`src/rtl/pc_gen.sv`:
```
// Fetch-stage PC register and next-PC selection; branches/jumps resolve in D against d_pc.
// Define PC_GEN_EXC_EN to add the exc_req/eret/epc redirect inputs.
module pc_gen #(
  parameter int                WIDTH    = 32,
  parameter logic [WIDTH-1:0]  RESET_PC = WIDTH'(32'h0000_3000),
  parameter logic [WIDTH-1:0]  EXC_PC   = WIDTH'(32'h0000_4180),
  parameter int                CNT_W    = 16
) (
  input  logic             clk,
  input  logic             reset,
  input  logic             stall,
  input  logic [3:0]       npc_op,
  input  logic [WIDTH-1:0] d_pc,
  input  logic [25:0]      imm26,
  input  logic [WIDTH-1:0] rs_val,
  input  logic [WIDTH-1:0] rt_val,
`ifdef PC_GEN_EXC_EN
  input  logic             exc_req,
  input  logic             eret,
  input  logic [WIDTH-1:0] epc,
`endif
  output logic [WIDTH-1:0] pc,
  output logic [WIDTH-1:0] pc4,
  output logic [WIDTH-1:0] link,
  output logic             taken,
  output logic             adel,
  output logic [CNT_W-1:0] fetch_cnt
);

  localparam logic [3:0] OP_BEQ  = 4'd1;
  localparam logic [3:0] OP_BNE  = 4'd2;
  localparam logic [3:0] OP_BLEZ = 4'd3;
  localparam logic [3:0] OP_BGTZ = 4'd4;
  localparam logic [3:0] OP_BLTZ = 4'd5;
  localparam logic [3:0] OP_BGEZ = 4'd6;
  localparam logic [3:0] OP_J    = 4'd7;
  localparam logic [3:0] OP_JAL  = 4'd8;
  localparam logic [3:0] OP_JR   = 4'd9;

  // Bits above the 256 MB region that a J/JAL target inherits from d_pc + 4.
  localparam logic [WIDTH-1:0] REGION_MASK = ~WIDTH'({28{1'b1}});

  logic [WIDTH-1:0] d_seq;
  logic [WIDTH-1:0] br_target;
  logic [WIDTH-1:0] j_target;
  logic [WIDTH-1:0] target;
  logic [WIDTH-1:0] next_pc;
  logic             rs_neg;
  logic             rs_zero;

  assign pc4       = pc + WIDTH'(4);
  assign link      = d_pc + WIDTH'(8);
  assign d_seq     = d_pc + WIDTH'(4);
  assign br_target = d_seq + {{(WIDTH-18){imm26[15]}}, imm26[15:0], 2'b00};
  assign j_target  = (d_seq & REGION_MASK) | WIDTH'({imm26, 2'b00});
  assign rs_neg    = rs_val[WIDTH-1];
  assign rs_zero   = (rs_val == '0);

  always_comb begin
    taken  = 1'b0;
    target = br_target;
    case (npc_op)
      OP_BEQ:  taken = (rs_val == rt_val);
      OP_BNE:  taken = (rs_val != rt_val);
      OP_BLEZ: taken = rs_neg | rs_zero;
      OP_BGTZ: taken = !rs_neg && !rs_zero;
      OP_BLTZ: taken = rs_neg;
      OP_BGEZ: taken = !rs_neg;
      OP_J, OP_JAL: begin
        taken  = 1'b1;
        target = j_target;
      end
      OP_JR: begin
        taken  = 1'b1;
        target = rs_val;
      end
      default: taken = 1'b0;
    endcase
    next_pc = taken ? target : pc4;
  end

  // Misaligned targets are loaded as-is; adel lets the exception logic catch them.
  always_ff @(posedge clk) begin
    if (reset) begin
      pc        <= RESET_PC;
      adel      <= 1'b0;
      fetch_cnt <= '0;
    end
`ifdef PC_GEN_EXC_EN
    else if (exc_req) begin
      pc        <= EXC_PC;
      adel      <= 1'b0;
      fetch_cnt <= fetch_cnt + 1'b1;
    end
    else if (eret) begin
      pc        <= epc;
      adel      <= (epc[1:0] != 2'b00);
      fetch_cnt <= fetch_cnt + 1'b1;
    end
`endif
    else if (!stall) begin
      pc        <= next_pc;
      adel      <= (next_pc[1:0] != 2'b00);
      fetch_cnt <= fetch_cnt + 1'b1;
    end
  end

endmodule

```
`config.mk`:
```
export PLATFORM = sky130hd
export DESIGN_NAME = pc_gen
export DESIGN_NICKNAME = d
export VERILOG_FILES = /design/src/rtl/pc_gen.sv
export SDC_FILE = /design/constraint.sdc
export NUM_CORES = 1
export LEC_CHECK = 0
export CAP_MARGIN = 20
export CORE_ASPECT_RATIO = 0.8
export CORE_UTILIZATION = 46
export CTS_CLUSTER_SIZE = 8
export DETAILED_ROUTE_END_ITERATION = 8
export HOLD_SLACK_MARGIN = 0.02
export PLACE_DENSITY = 0.95
export RECOVER_POWER = 50
export SLEW_MARGIN = 25
export SYNTH_ARGS = -nofsm -noshare
export SYNTH_HDL_FRONTEND = slang
export SYNTH_SLANG_ARGS = --single-unit
```
`constraint.sdc`:
```
create_clock -name clk -period 4.75 [get_ports clk]
set_input_delay 0.95 -clock clk [delete_from_list [all_inputs] [get_ports clk]]
set_output_delay 0.95 -clock clk [all_outputs]
set_load 0.03 [all_outputs]
```
## Word-level counts from Yosys, hierarchy flattened

Cells that the tools add are included.

| cells by class | value |
|---|---|
| add/sub/neg operators | 5 |
| equal/unequal tests | 11 |
| muxes and demuxes | 3 |
| bitwise operators | 2 |
| reduce and logical (&&, ||, !) cells | 7 |

Operators by type and width:

| operator | number |
|---|---|
| $add 32x3->32 const B | 2 |
| $pmux 32 s2 | 1 |
| $add 32x32->32 | 1 |
| $add 32x4->32 const B | 1 |
| $eq 32x32->1 | 1 |
| $logic_not 32->1 | 1 |
| $mux 32 | 1 |
| $ne 32x32->1 | 1 |
| $or 32x28->32 | 1 |
| $add 16x1->16 const B | 1 |
| $eq 4x3->1 const B | 4 |
| $eq 4x2->1 const B | 2 |
| $eq 4x4->1 const B | 2 |
| $pmux 1 s7 | 1 |
| $eq 4x1->1 const B | 1 |
| $reduce_or 3->1 | 1 |
| $logic_not 1->1 | 2 |
| $reduce_bool 2->1 | 1 |
| $reduce_or 2->1 | 1 |
| $logic_and 1x1->1 | 1 |
| $or 1x1->1 | 1 |

| word-level totals | value |
|---|---|
| flip-flop bits (word level) | 49 |
| bits of input ports | 129 |
| word-level logic and storage cells | 31 |

## Longest topological paths before layout

Gate-level depths: netlist (run 1).

| logic depth | value |
|---|---|
| depth after elaboration | 6 |
| depth in mapped cells | 17 |
| mapped depth without buffers | 16 |

## Least setup slack after synthesis (run 1)

Ideal clock, no wire load.

| path | value |
|---|---|
| path type | input -> register |
| from | input d_pc[8] |
| to | register pc[30] |
| setup time | 0.086 ns |
| arrival | 4.037 ns |
| data required time | 4.664 ns |
| slack | 0.627 ns |
| cell stages on the path | 16 |
| buffers on the path | 2 |
| cell sequence | clkbuf_1 nand2_1 nor4_1 nand2_1 nor4_1 nand2_1 xnor2_1 ha_1 clkbuf_1 a21o_1 a31oi_1 o31ai_1 mux2i_1 a222oi_1 and3_1 a211oi_1 |

| between the ends | value |
|---|---|
| word-level cells in the longest chain between the ends | 4 |

Ends and longest elaborated chain:

| what | RTL line | source |
|---|---|---|
| from (decl) | 13 | `input logic [WIDTH-1:0] d_pc,` |
| $add 32x3->32 (*) | 53 | `assign d_seq = d_pc + WIDTH'(4);` |
| $add 32x32->32 / $or 32x28->32 (equally long branches) | 54, 55 |  |
| $pmux 32 s2 (*) | 62 | `case (npc_op)` |
| $mux 32 (*) | 79 | `next_pc = taken ? target : pc4;` |
| to (signal assigned) | 102 | `pc <= next_pc;` |
| to (decl) | 22 | `output logic [WIDTH-1:0] pc,` |

Every way passes the cells marked *; elsewhere a longest branch is shown, timed or not.
A chain may end at the register's enable or synchronous reset.

## Worst setup path in the final report (run 1)

| path | value |
|---|---|
| from | input d_pc[2] |
| to | register pc[27] |

| between the ends | value |
|---|---|
| word-level cells in the longest chain between the ends | 4 |

Ends and longest elaborated chain:

| what | RTL line | source |
|---|---|---|
| $add 32x3->32 | 53 |  |
| $add 32x32->32 | 54 | `assign br_target = d_seq + {{(WIDTH-18){imm26[15]}}, imm26[15:0], 2'b00};` |
| $pmux 32 s2 | 62 |  |
| $mux 32 | 79 |  |

Every way passes these cells.

==> results by group, run 1 <==
Logic synthesis
  • Async S/R FF share, synth: 0
  • Fraction of the yosys area taken by sequential cells: 0.154
  • Compound-Gate Fraction of Synth Area: 0.239
  • Syn avg cell area: 7.24 um^2
  • Synthesized cell area: 6380 um^2
  • Post-synthesis cell type count: 69
  • Share of the synthesized netlist area taken by xor and xnor gates: 0.195
  • Largest family of logic cells by synthesized area: simple AND/OR/NAND/NOR gates
  • Simple-gate area share of the yosys netlist: 0.271
  • Top FF cell, synth: sky130_fd_sc_hd__dfxtp_1
  • Adder-cell area share of the yosys netlist: 0.0757
  • Instance count of the mapped netlist: 882
  • Post-synth EDFFs: 0
  • Fraction of synthesized area in multiplexers: 0.0141
  • Synthesis Warnings: 0
  • Number of nets in the synthesized netlist: 1049
  • Yosys reg bits: 49

Timing
  • Count of endpoints failing hold in the final timing report: 0
  • FMAX: 223 MHz
  • Max-slew headroom at the worst pin: 0.378
  • Slew Limit Fails: 0
  • RSZ-0062 raised after global routing: true
  • Final worst clock skew: 0.00614 ns
  • Transition time at the pin with the least slew margin: 0.931 ns
  • Final hold slack: 0.480 ns
  • Final min period: 4.48 ns
  • Post-route clock period utilization: 0.943
  • Final-layout setup total negative slack: 0 ns
  • Total of endpoints with negative setup slack in the final report: 0

CTS
  • Post-CTS setup buffer count: 0
  • Buffer depth of the longest clock path: 2
  • CTS tree: built
  • Clock root buffer master: sky130_fd_sc_hd__clkbuf_16
  • Clock-pin slew on the worst setup and hold paths: 0.07 ns
  • Clock sinks: 49
  • Cts hold-fix bufs: 0
  • Number of cells upsized or downsized after cts: 0
  • Total clock buffers created by CTS: 5
  • Clock H-tree levels: 2
  • Later-pin clock latency in the skew report: 0.30 ns

Critical path
  • Largest fanout on the critical path: 5
  • Setup crit start kind: input pin
  • Nature of the critical path endpoint: register
  • Data required time of the worst path: 4.96 ns
  • Arrival time of data at the critical path endpoint: 4.68 ns
  • Setup CP Type: in -> reg

Global route
  • Total global routing overflow: 0
  • Initial antenna violation count: 0
  • Wire length of the first global-routing pass: 39800 um
  • Maximum number of pins on one net before global-route repair: 35
  • Total GRT Usage: 0.353
  • Vias in the first global route: 7676

Worst hold path
  • Worst hold path type: reg -> reg

Finish
  • Layout fillers: 1115
  • Final Instance Count excl. Fillers: 1321
  • Net count, final: 1307
  • Antenna Cells: 0
  • Ratio of cells with drive above 1 in the final layout: 0.0920
  • Area growth from synthesis to final layout: 47.6%

Die
  • Die span in x: 134 um
  • Number of I/O pins: 243
  • Placeable core region: 13600 um^2
  • Die area: 14400 um^2
  • Initial Utilization: 0.471
  • Placement Rows: 38
  • Die Ht: 107 um

Drt
  • Via-to-Cell Ratio: 6.17
  • Count of vias placed by the detailed router: 8154
  • Wire length per cell: 19.5 um
  • Post-detailed-route count of antenna-violating nets: 0
  • Final wirelength: 25700 um
  • First drt pass iteration count: 8
  • Final routed DRC violation total: 0
  • Detailed Route Iter0 Violations: 1089

Place
  • Placed Instances: 1313
  • GP Congestion: 1.04
  • Final HPWL DP: 20700 um
  • Number of I/O port buffers: 242

Pwr
  • Psw: 778 uW
  • P per Cell Area: 201 nW/um^2
  • Internal power component: 1.12 mW
  • Fraction of power consumed by combinational cells: 0.524
  • Post-layout power: 1.90 mW
  • Peak supply drop: 178 uV
  • Fraction of power consumed by sequential logic: 0.251
  • Standby leakage power: 3.83 nW
  • Switch share: 0.410
  • Clk pwr share: 0.225

Outcome
  • Outcome: finished clean

Flow run
  • Number of max-cap violations: 0
cells in the mapped netlist (all sizes together) (3+ instances only):
library cell,n,area (um^2)
o22ai,3,18.8
a211oi,8,65.1
xor2,72,631
or4,3,26.3
o311ai,3,26.3
o21bai,5,37.5
a21oi,59,295
nand3,49,245
and3,24,150
nor2b,5,31.3
ha,37,463
nor2,61,229
nand4,23,150
o21a,6,46.3
o221ai,3,26.3
mux2i,9,90.1
o2111a,3,33.8
inv,26,97.6
o211ai,9,72.6
clkbuf,33,125
o31ai,5,42.5
a222oi,20,200
xnor2,70,613
buf,15,108
nand2,101,379
a31oi,5,31.3
a32o,3,30.0
dfxtp,49,981
a22oi,10,75.1
nor4,27,181
and4,5,43.8
a21o,13,97.6
a221oi,6,52.6
o21ai,54,270
or3,12,75.1
nor3,17,96.4
and2,10,62.6
worst paths after layout:
path | start | end | slack (ns) | depth (start not counted)
setup / recovery | d_pc[2] | pc[27] | 0.27 | 16
hold / removal | adel | adel | 0.48 | 2
setup reg to reg | pc[5] | pc[29] | 2.06 | 9
hold reg to reg | adel | adel | 0.48 | 2
through the flow:
stage,worst slack (ns),utilization,cell area (um^2)
6_report,0.272,0.695,9420
5_1_grt,-0.0582,0.695,9420
3_3_place_gp,0.0392,0.680,9210
2_1_floorplan,0.627,-,6380
3_5_place_dp,-0.0982,0.680,9210
4_1_cts,0.223,0.692,9380
power groups by stage:
stage	clock, mW	sequential, mW	combinational (mW)
after global placement	0	0.484	0.969
final	0.426	0.477	0.995
after global routing	0.446	0.481	1.06
after floorplan	0	0.524	0.513
after detailed placement	0	0.485	0.978
after CTS	0.427	0.476	0.984
state kept, by name, summed over array words and instances, names as in the netlist:
| signal | flops |
|---|---|
| adel | 1 |
| fetch_cnt | 16 |
| pc | 32 |
worst max-delay path: stages:
cell	delay [ns]
sky130_fd_sc_hd__clkdlybuf4s50_1	0.57
sky130_fd_sc_hd__ha_1	0.25
sky130_fd_sc_hd__nand4_2	0.20
sky130_fd_sc_hd__nor3_4	0.35
sky130_fd_sc_hd__buf_4	0.20
sky130_fd_sc_hd__nand3_1	0.10
sky130_fd_sc_hd__xnor2_1	0.15
sky130_fd_sc_hd__ha_1	0.36
sky130_fd_sc_hd__a21oi_1	0.18
sky130_fd_sc_hd__and2_0	0.17
sky130_fd_sc_hd__inv_1	0.06
sky130_fd_sc_hd__o2111a_1	0.32
sky130_fd_sc_hd__a21oi_1	0.34
sky130_fd_sc_hd__xnor2_1	0.16
sky130_fd_sc_hd__nand2_1	0.07
sky130_fd_sc_hd__a211oi_1	0.26
kinds of logic (layout without fill, tap and decap cells):
kind of cell               after synthesis  count (layout)
and+or+nand+nor                        345             345
AOI/OAI and AO/OA                      225             225
xor gates and xnor gates               142             142
buffers and inverters                   74             333
DFF                                     49              49
adders and majority gates               38              38
muxes                                    9               9
layout make-up:
| class | instances | area (um^2) | share of cell area |
|---|---|---|---|
| clock buffer | 5 | 125 | 0.0133 |
| multi-input combinational | 759 | 5120 | 0.544 |
| clock inverter | 3 | 43.8 | 0.00465 |
| inverter | 26 | 97.6 | 0.0104 |
| sequential | 49 | 981 | 0.104 |
| timing repair buffer | 299 | 2830 | 0.300 |
| tap | 180 | 225 | 0.0239 |
layer usage:
metal | vias to the layer above | routed length (um) | GRT usage
met5 | - | 0 | 0
met4 | 0 | 1130 | 0.150
met3 | 90 | 3090 | 0.0833
met2 | 526 | 11300 | 0.558
met1 | 3765 | 10200 | 0.457
li1 | 3773 | - | -
cells in the final DEF (no fill, tap or decap), types with 8 or more instances in the layout:
cell	netlist	layout
sky130_fd_sc_hd__nor4_1	25	24
sky130_fd_sc_hd__o21ai_0	49	46
sky130_fd_sc_hd__or3_1	12	12
sky130_fd_sc_hd__xor2_1	72	72
sky130_fd_sc_hd__a222oi_1	20	20
sky130_fd_sc_hd__a21o_1	13	13
sky130_fd_sc_hd__and2_1	9	9
sky130_fd_sc_hd__clkdlybuf4s50_1	0	163
sky130_fd_sc_hd__o211ai_1	8	8
sky130_fd_sc_hd__ha_1	37	36
sky130_fd_sc_hd__nor2_1	61	59
sky130_fd_sc_hd__a22oi_1	10	10
sky130_fd_sc_hd__nand3_1	49	49
sky130_fd_sc_hd__nand4_1	22	22
sky130_fd_sc_hd__dfxtp_1	49	49
sky130_fd_sc_hd__xnor2_1	70	70
sky130_fd_sc_hd__and3_1	24	24
sky130_fd_sc_hd__nor3_1	16	15
sky130_fd_sc_hd__mux2i_1	9	9
sky130_fd_sc_hd__a21oi_1	59	57
sky130_fd_sc_hd__buf_4	6	70
sky130_fd_sc_hd__inv_1	26	26
sky130_fd_sc_hd__dlygate4sd3_1	0	65
sky130_fd_sc_hd__nand2_1	101	101
Note: power is estimated with default switching activity, not from simulation.
==> run 2, diff against run 1 <==
--- a/config.mk
+++ b/config.mk
@@ -8,11 +8,12 @@
 export CAP_MARGIN = 20
 export CORE_ASPECT_RATIO = 0.8
 export CORE_UTILIZATION = 46
-export CTS_CLUSTER_SIZE = 8
+export CTS_CLUSTER_SIZE = 24
 export DETAILED_ROUTE_END_ITERATION = 8
 export HOLD_SLACK_MARGIN = 0.02
 export PLACE_DENSITY = 0.95
 export RECOVER_POWER = 50
+export SKIP_CTS_REPAIR_TIMING = 1
 export SLEW_MARGIN = 25
 export SYNTH_ARGS = -nofsm -noshare
 export SYNTH_HDL_FRONTEND = slang
==> results of run 2 <==
The final DEF is identical to that of run 1; final timing and power are the same.
==> run 3, diff against run 2 <==
--- a/config.mk
+++ b/config.mk
@@ -8,7 +8,7 @@
 export CAP_MARGIN = 20
 export CORE_ASPECT_RATIO = 0.8
 export CORE_UTILIZATION = 46
-export CTS_CLUSTER_SIZE = 24
+export CTS_CLUSTER_SIZE = 8
 export DETAILED_ROUTE_END_ITERATION = 8
 export HOLD_SLACK_MARGIN = 0.02
 export PLACE_DENSITY = 0.95
==> results of run 3 <==
The final DEF is identical to that of run 1; final timing and power are the same.
